==> src/rtl/opnd_fifo.sv <==
// Operand buffer ahead of the datapath inverter: show-ahead FIFO with
// valid/ready handshakes on both sides, synchronous flush and a sticky drop flag.
module opnd_fifo #(
    parameter int WIDTH = 8,
    parameter int DEPTH = 4
) (
    input  logic                         clk,
    input  logic                         rst_n,
    input  logic                         flush,
    input  logic                         in_valid,
    input  logic [WIDTH-1:0]             in_data,
    output logic                         in_ready,
    output logic                         out_valid,
    output logic [WIDTH-1:0]             out_data,
    input  logic                         out_ready,
    output logic [$clog2(DEPTH+1)-1:0]   count,
    output logic                         drop_err
);

    localparam int AW = (DEPTH > 1) ? $clog2(DEPTH) : 1;
    localparam int CW = $clog2(DEPTH + 1);
    localparam logic [CW-1:0] FULL_CNT = CW'(DEPTH);

    // Handshake: a transfer happens on a rising edge where valid and ready are
    // both high; ready/valid here depend only on stored state, never on the peer.
    logic [WIDTH-1:0] mem [DEPTH];
    logic [AW-1:0]    wr_ptr;
    logic [AW-1:0]    rd_ptr;
    logic             push;
    logic             pop;

    assign in_ready  = (count != FULL_CNT);
    assign out_valid = (count != '0);
    assign push      = in_valid & in_ready;
    assign pop       = out_valid & out_ready;
    assign out_data  = out_valid ? mem[rd_ptr] : '0;

    // Storage is deliberately left out of reset; pointers alone define validity.
    always_ff @(posedge clk) begin
        if (push && !flush) begin
            mem[wr_ptr] <= in_data;
        end
    end

    always_ff @(posedge clk or negedge rst_n) begin
        if (!rst_n) begin
            wr_ptr   <= '0;
            rd_ptr   <= '0;
            count    <= '0;
            drop_err <= 1'b0;
        end else if (flush) begin
            wr_ptr <= '0;
            rd_ptr <= '0;
            count  <= '0;
            if (push) begin
                drop_err <= 1'b1;
            end
        end else begin
            if (push) begin
                wr_ptr <= wr_ptr + AW'(1);
            end
            if (pop) begin
                rd_ptr <= rd_ptr + AW'(1);
            end
            case ({push, pop})
                2'b10:   count <= count + CW'(1);
                2'b01:   count <= count - CW'(1);
                default: count <= count;
            endcase
        end
    end

endmodule
==> config.mk <==
export PLATFORM = sky130hd
export DESIGN_NAME = opnd_fifo
export DESIGN_NICKNAME = d
export VERILOG_FILES = /design/src/rtl/opnd_fifo.sv
export SDC_FILE = /design/constraint.sdc
export NUM_CORES = 1
export LEC_CHECK = 0
export ABC_CLOCK_PERIOD_IN_PS = 3500
export CAP_MARGIN = 40
export CORE_UTILIZATION = 48
export DETAILED_ROUTE_END_ITERATION = 10
export GPL_TIMING_DRIVEN = 0
export HOLD_SLACK_MARGIN = 0.12
export PLACE_DENSITY = 0.81
export SLEW_MARGIN = 20
export SYNTH_ARGS = -nofsm -noshare
export SYNTH_HDL_FRONTEND = slang
export SYNTH_SLANG_ARGS = --single-unit
==> constraint.sdc <==
create_clock -name clk -period 3.5 [get_ports clk]
set_input_delay 0.7 -clock clk [delete_from_list [all_inputs] [get_ports clk]]
set_output_delay 0.7 -clock clk [all_outputs]
set_load 0.02 [all_outputs]
==> results.yml, run 1 <==
worst_setup_path:
  end_kind: "primary output"
  startpoint: "count[0]$_DFFE_PN0P_"
  r2r-start: "count[0]$_DFFE_PN0P_"
  cp_max_fo: 10
  crit_family: "buffers and inverters"
  crit_type: "reg -> out"
  crit_required_ns: 2.80
  startpoint_type: "flip-flop"
  reg2reg_depth: 8
  cpMaxStageDelayCell: "clkdlybuf4s50_1"
  cpPeakStageDelay_ns: 0.53
  critPathArrivalTime_ns: 2.24
  rrSetupSlack_ns: 1.07
  worstPathCellList: "clkbuf_1, or3_1, buf_2, and2_1, clkdlybuf4s50_1"
  critPathBufInv: 3
  r2r_end: "count[2]$_DFFE_PN0P_"
detailed_routing:
  vias: 1039
  totalWireLength_um: 3122
  drc: 0
  antenna_left: 0
  drt_pass1_iterations: 4
  drtIter0Drc: 50
  via_per_inst: 5.328
  post_drt_wl_per_cell_um: 16.01
cts:
  path_clk_slew_ns: 0.07
  post_cts_buffers: 0
  cts_tree: "yes"
  clkSinkCount: 40
  cts_resized: 0
  htreeDepth: 2
  clk_latency_ns: 0.29
  cts.path.max_buffers: 2
  holdBufCountCts: 0
  numCtsBuffers: 5
  root_buffer: "clkbuf_8"
timing:
  finalHoldViolations: 0
  setup_violations: 0
  finClkSkew_ns: 0.003205
  tightest_slew_ns: 0.5867
  fmax_ghz: 0.3406
  rsz0062_at_grt: "false"
  relSlewSlack_pct: 60.89
  min_period_ns: 2.936
  drv_slew: 0
  setup_tns_ns: 0
  final.period_utilization_pct: 83.90
  fin_hold_ws_ns: 0.4860
power:
  power.density_mw_per_mm2: 504.1
  vdd_drop_max_mv: 0.2672
  power_leakage_uw: 0.0007660
synth:
  postSynthAreaPerCell_um2: 15.33
  synth_fp_nets: 134
  syn_area_mm2: 0.001778
  yosys.area.top_type_share_pct: 54.05
  synth_edf_count: 32
  ys_ff_latch: 40
  synthFlopType: "edfxtp_1"
  ys_warn_count: 0
  synth_area_leader_cell: "edfxtp_1"
  synth_area_leaders: "edfxtp_1 (54%), dfrtp_1 (11%), mux4_2 (10%)"
  synth.distinct_cells: 32
  syn_inst: 116
  async_flop_share_pct: 20.00
  ys_seq_area_share_pct: 65.31
layout:
  fin_area_mm2: 0.002173
  drive_gt1_share_pct: 15.44
  fin_nets: 166
  area_growth_pct: 22.24
  fin_util_pct: 63.14
  diodes: 0
min_path:
  min_to: "drop_err$_DFFE_PN0P_"
  min_path_cells: 1
  min-delay-start: "drop_err$_DFFE_PN0P_"
  hp-class: "reg -> reg"
die:
  initial_utilization_pct: 51.65
  core_area_mm2: 0.003442
  die_x_um: 62.86
  rows: 21
  boundaryPins: 27
  dieArea_mm2: 0.003951
  die-height_um: 62.86
place:
  port_buffers: 25
  routabilityCongestion: 0.6699
  dpl-instance-area_mm2: 0.002086
  place_hpwl_um: 2156
global_route:
  grt_pass1_vias: 1087
  grt_antenna_before_repair: 0
  grt_max_degree: 14
  gr-total-overflow: 0
  grt_pass1_wl_um: 5250
  gr-usage-all-layers_pct: 18.41
flow_run:
  drv_cap: 0
status:
  status: "finished, final reports clean"
-- logic make-up after synthesis --
kind of cell | after synthesis | share of synthesized area (%)
flip-flops | 40 | 65.31
AND/OR/NAND/NOR | 38 | 11.89
AO/OA/AOI/OAI | 12 | 4.575
buffers and inverters | 9 | 2.182
multiplexers | 8 | 10.13
adder cells (fa/ha/maj) | 5 | 3.941
XOR/XNOR | 4 | 1.971
-- cells in the final DEF, fill, tap and decap left out, drive strengths merged, types with 2 or more instances in the layout --
cell type	n
clkbuf	6
inv	2
mux4	8
dfrtp	8
ha	4
o21ai	2
nor3	2
buf	6
and2	12
nand3	4
nand2	6
or3	2
edfxtp	32
clkdlybuf4s50	25
a21oi	3
nor2	7
xnor2	2
xor2	2
clkinv	3
-- sequential cells by signal, summed over array words and instances, names as in the netlist --
signal / flops
mem: 32
drop_err: 1
rd_ptr: 2
wr_ptr: 2
count: 3
-- per-layer routing --
metal  vias to the layer above  global-route usage, %  wire length, um
li1                        493                      -                -
met5                         -                      0                0
met2                        25                  31.72             1656
met4                         0                  7.267               46
met3                         6                  6.204              129
met1                       515                  20.79             1289
-- power breakdown --
group / leakage, uW / total, uW / switching (uW) / internal (uW)
clock: 0.0000479 / 293 / 155 / 139
combinational: 0.000324 / 251 / 127 / 124
sequential: 0.000394 / 551 / 14.7 / 537
-- cells in the mapped netlist (3+ instances only) --
master	number
nor2_1	7
a21oi_1	3
and2_1	12
nand3_1	4
edfxtp_1	32
mux4_2	8
nand2_1	5
ha_1	4
buf_2	4
dfrtp_1	8
-- worst max-delay path by stage --
stage / to / slack [ns] / depth (start not counted)
floorplan: count[1]$_DFFE_PN0P_ / 1.15 / 8
global placement: count[1]$_DFFE_PN0P_ / 0.76 / 8
detailed placement: count[2]$_DFFE_PN0P_ / 0.66 / 8
CTS: out_data[0] / 0.54 / 5
global route: out_data[1] / 0.46 / 5
finish: out_data[0] / 0.56 / 5
-- per-stage QoR --
stage | std cells | power (uW) | setup WS [ns]
finish | 195 | 1096 | 0.5636
global route | 195 | 1154 | 0.4593
global placement | 187 | 803.2 | 0.7610
floorplan | 116 | 713.5 | 1.154
CTS | 195 | 1110 | 0.5446
detailed placement | 187 | 814.5 | 0.6583
-- layout make-up --
type                       count  area (um2)
buffer                         7       31.28
clock buffer                   5       68.82
clock inverter                 3       18.77
inverter                       2       7.507
tap                           46       57.56
fill                         246        1269
timing repair buffer          25       250.2
multi-input combinational     67       578.1
sequential                    40        1161
No activity file was read; power rests on OpenSTA's default activity.
==> run 2: changes to the inputs <==
ABC_CLOCK_PERIOD_IN_PS = 2510   (was 3500)
PLACE_DENSITY = 0.84   (was 0.81)
clock period = 2.51 ns   (was 3.5 ns; I/O delays follow)
==> results.yml, run 2 (same netlist as run 1, synthesis figures left out) <==
status:
  status: "finished, final reports clean"
timing:
  setup_violations: 0
  rsz0062_at_grt: "false"
  fin_hold_ws_ns: 0.4768
  finalHoldViolations: 0
  tightest_slew_ns: 0.4346
  min_period_ns: 2.437
  fmax_ghz: 0.4104
  relSlewSlack_pct: 71.03
  drv_slew: 0
  finClkSkew_ns: 0.005907
  final.period_utilization_pct: 97.08
worst_setup_path:
  startpoint_type: "flip-flop"
  cp_max_fo: 10
  end_kind: "primary output"
  crit_required_ns: 2.01
  critPathArrivalTime_ns: 1.93
  rrSetupSlack_ns: 0.15
  crit_type: "reg -> out"
detailed_routing:
  post_drt_wl_per_cell_um: 16.31
  antenna_left: 0
  totalWireLength_um: 3164
  via_per_inst: 5.546
  vias: 1076
  drt_pass1_iterations: 4
  drtIter0Drc: 51
  drc: 0
cts:
  cts.path.max_buffers: 2
  clk_latency_ns: 0.30
  path_clk_slew_ns: 0.08
  root_buffer: "clkbuf_8"
  htreeDepth: 2
  post_cts_buffers: 0
  numCtsBuffers: 5
  clkSinkCount: 40
  cts_tree: "yes"
layout:
  area_growth_pct: 23.36
  fin_area_mm2: 0.002193
  fin_nets: 165
  drive_gt1_share_pct: 16.22
  largestRegisters: "mem: 32 flops, count: 3 flops"
  fillerInstances: 245
  fin_util_pct: 63.72
  mostFrequentLayoutCell: "edfxtp_1"
  diodes: 0
  regMostFlops: "mem"
  layout_common_cells: "edfxtp_1 (32), clkdlybuf4s50_1 (16), and2_1 (12)"
  largest_register_ff_count: 32
place:
  dpl-instance-area_mm2: 0.002086
  port_buffers: 25
  routabilityCongestion: 0.7448
  place_hpwl_um: 2200
global_route:
  grt_max_degree: 15
  grt_antenna_before_repair: 0
  gr-usage-all-layers_pct: 17.45
  gr-total-overflow: 0
  grt_pass1_wl_um: 4961
  grt_pass1_vias: 1094
die:
  boundaryPins: 27
  dieArea_mm2: 0.003951
  die_x_um: 62.86
  rows: 21
  die-height_um: 62.86
  initial_utilization_pct: 51.65
  core_area_mm2: 0.003442
power:
  power_leakage_uw: 0.0008074
  power.density_mw_per_mm2: 745.6
  vdd_drop_max_mv: 0.3794
flow_run:
  drv_cap: 0
min_path:
  hp-class: "reg -> reg"
## run 2: power breakdown
group          internal, uW  total [uW]  switching (uW)
sequential              748         771            22.9
combinational           158         332             175
clock                   299         532             233
total                  1200        1640             430
## run 2: final cells by class
| cell class | count | area, um2 | share of cell area [%] |
|---|---|---|---|
| Multi-Input combinational cell | 67 | 578.1 | 26.35 |
| Tap cell | 46 | 57.56 | 2.624 |
| Inverter | 2 | 7.507 | 0.3423 |
| Timing Repair Buffer | 25 | 240.2 | 10.95 |
| Clock buffer | 5 | 68.82 | 3.137 |
| Sequential cell | 40 | 1161 | 52.94 |
| Clock inverter | 3 | 46.29 | 2.111 |
| Buffer | 6 | 33.78 | 1.540 |
## run 2: path summary, 6_finish.rpt
check | startpoint | end | cells past startpoint
setup / recovery | count[0]$_DFFE_PN0P_ | out_data[6] | 5
hold / removal | drop_err$_DFFE_PN0P_ | drop_err$_DFFE_PN0P_ | 1
setup reg to reg | count[0]$_DFFE_PN0P_ | count[2]$_DFFE_PN0P_ | 8
hold reg to reg | drop_err$_DFFE_PN0P_ | drop_err$_DFFE_PN0P_ | 1
max in group asynchronous | rst_n | count[2]$_DFFE_PN0P_ | 1
min in group asynchronous | rst_n | drop_err$_DFFE_PN0P_ | 1
## run 2: repair_timing
item | 4_1_cts | 5_1_grt
gates resized for setup | 11 | 4
endpoints found under the setup margin | 9 | 9
hold buffers | 0 | 0
## run 2: through the flow
step | total power [uW] | TNS (ns) | instances | setup WS (ns)
floorplan | 994.9 | 0 | 116 | 0.1644
global placement | 1120 | -0.03707 | 187 | -0.03707
detailed placement | 1133 | -0.2731 | 187 | -0.1601
CTS | 1642 | 0 | 194 | 0.02905
global route | 1692 | 0 | 194 | 0.01481
finish | 1635 | 0 | 194 | 0.07319
## run 2: layer usage
metal	global-route usage (%)	vias to the layer above	routed length [um]
li1	-	499	-
met1	18.19	545	1266
met2	31.18	30	1718
met3	4.562	2	165
met4	10.17	0	14
met5	0	-	0
## run 2: critical path, cell delays in order (launching register included)
cell	delay, ns
dfrtp_1	0.41
buf_2	0.18
or3_1	0.39
buf_4	0.19
and2_1	0.14
dlygate4sd2_1	0.33
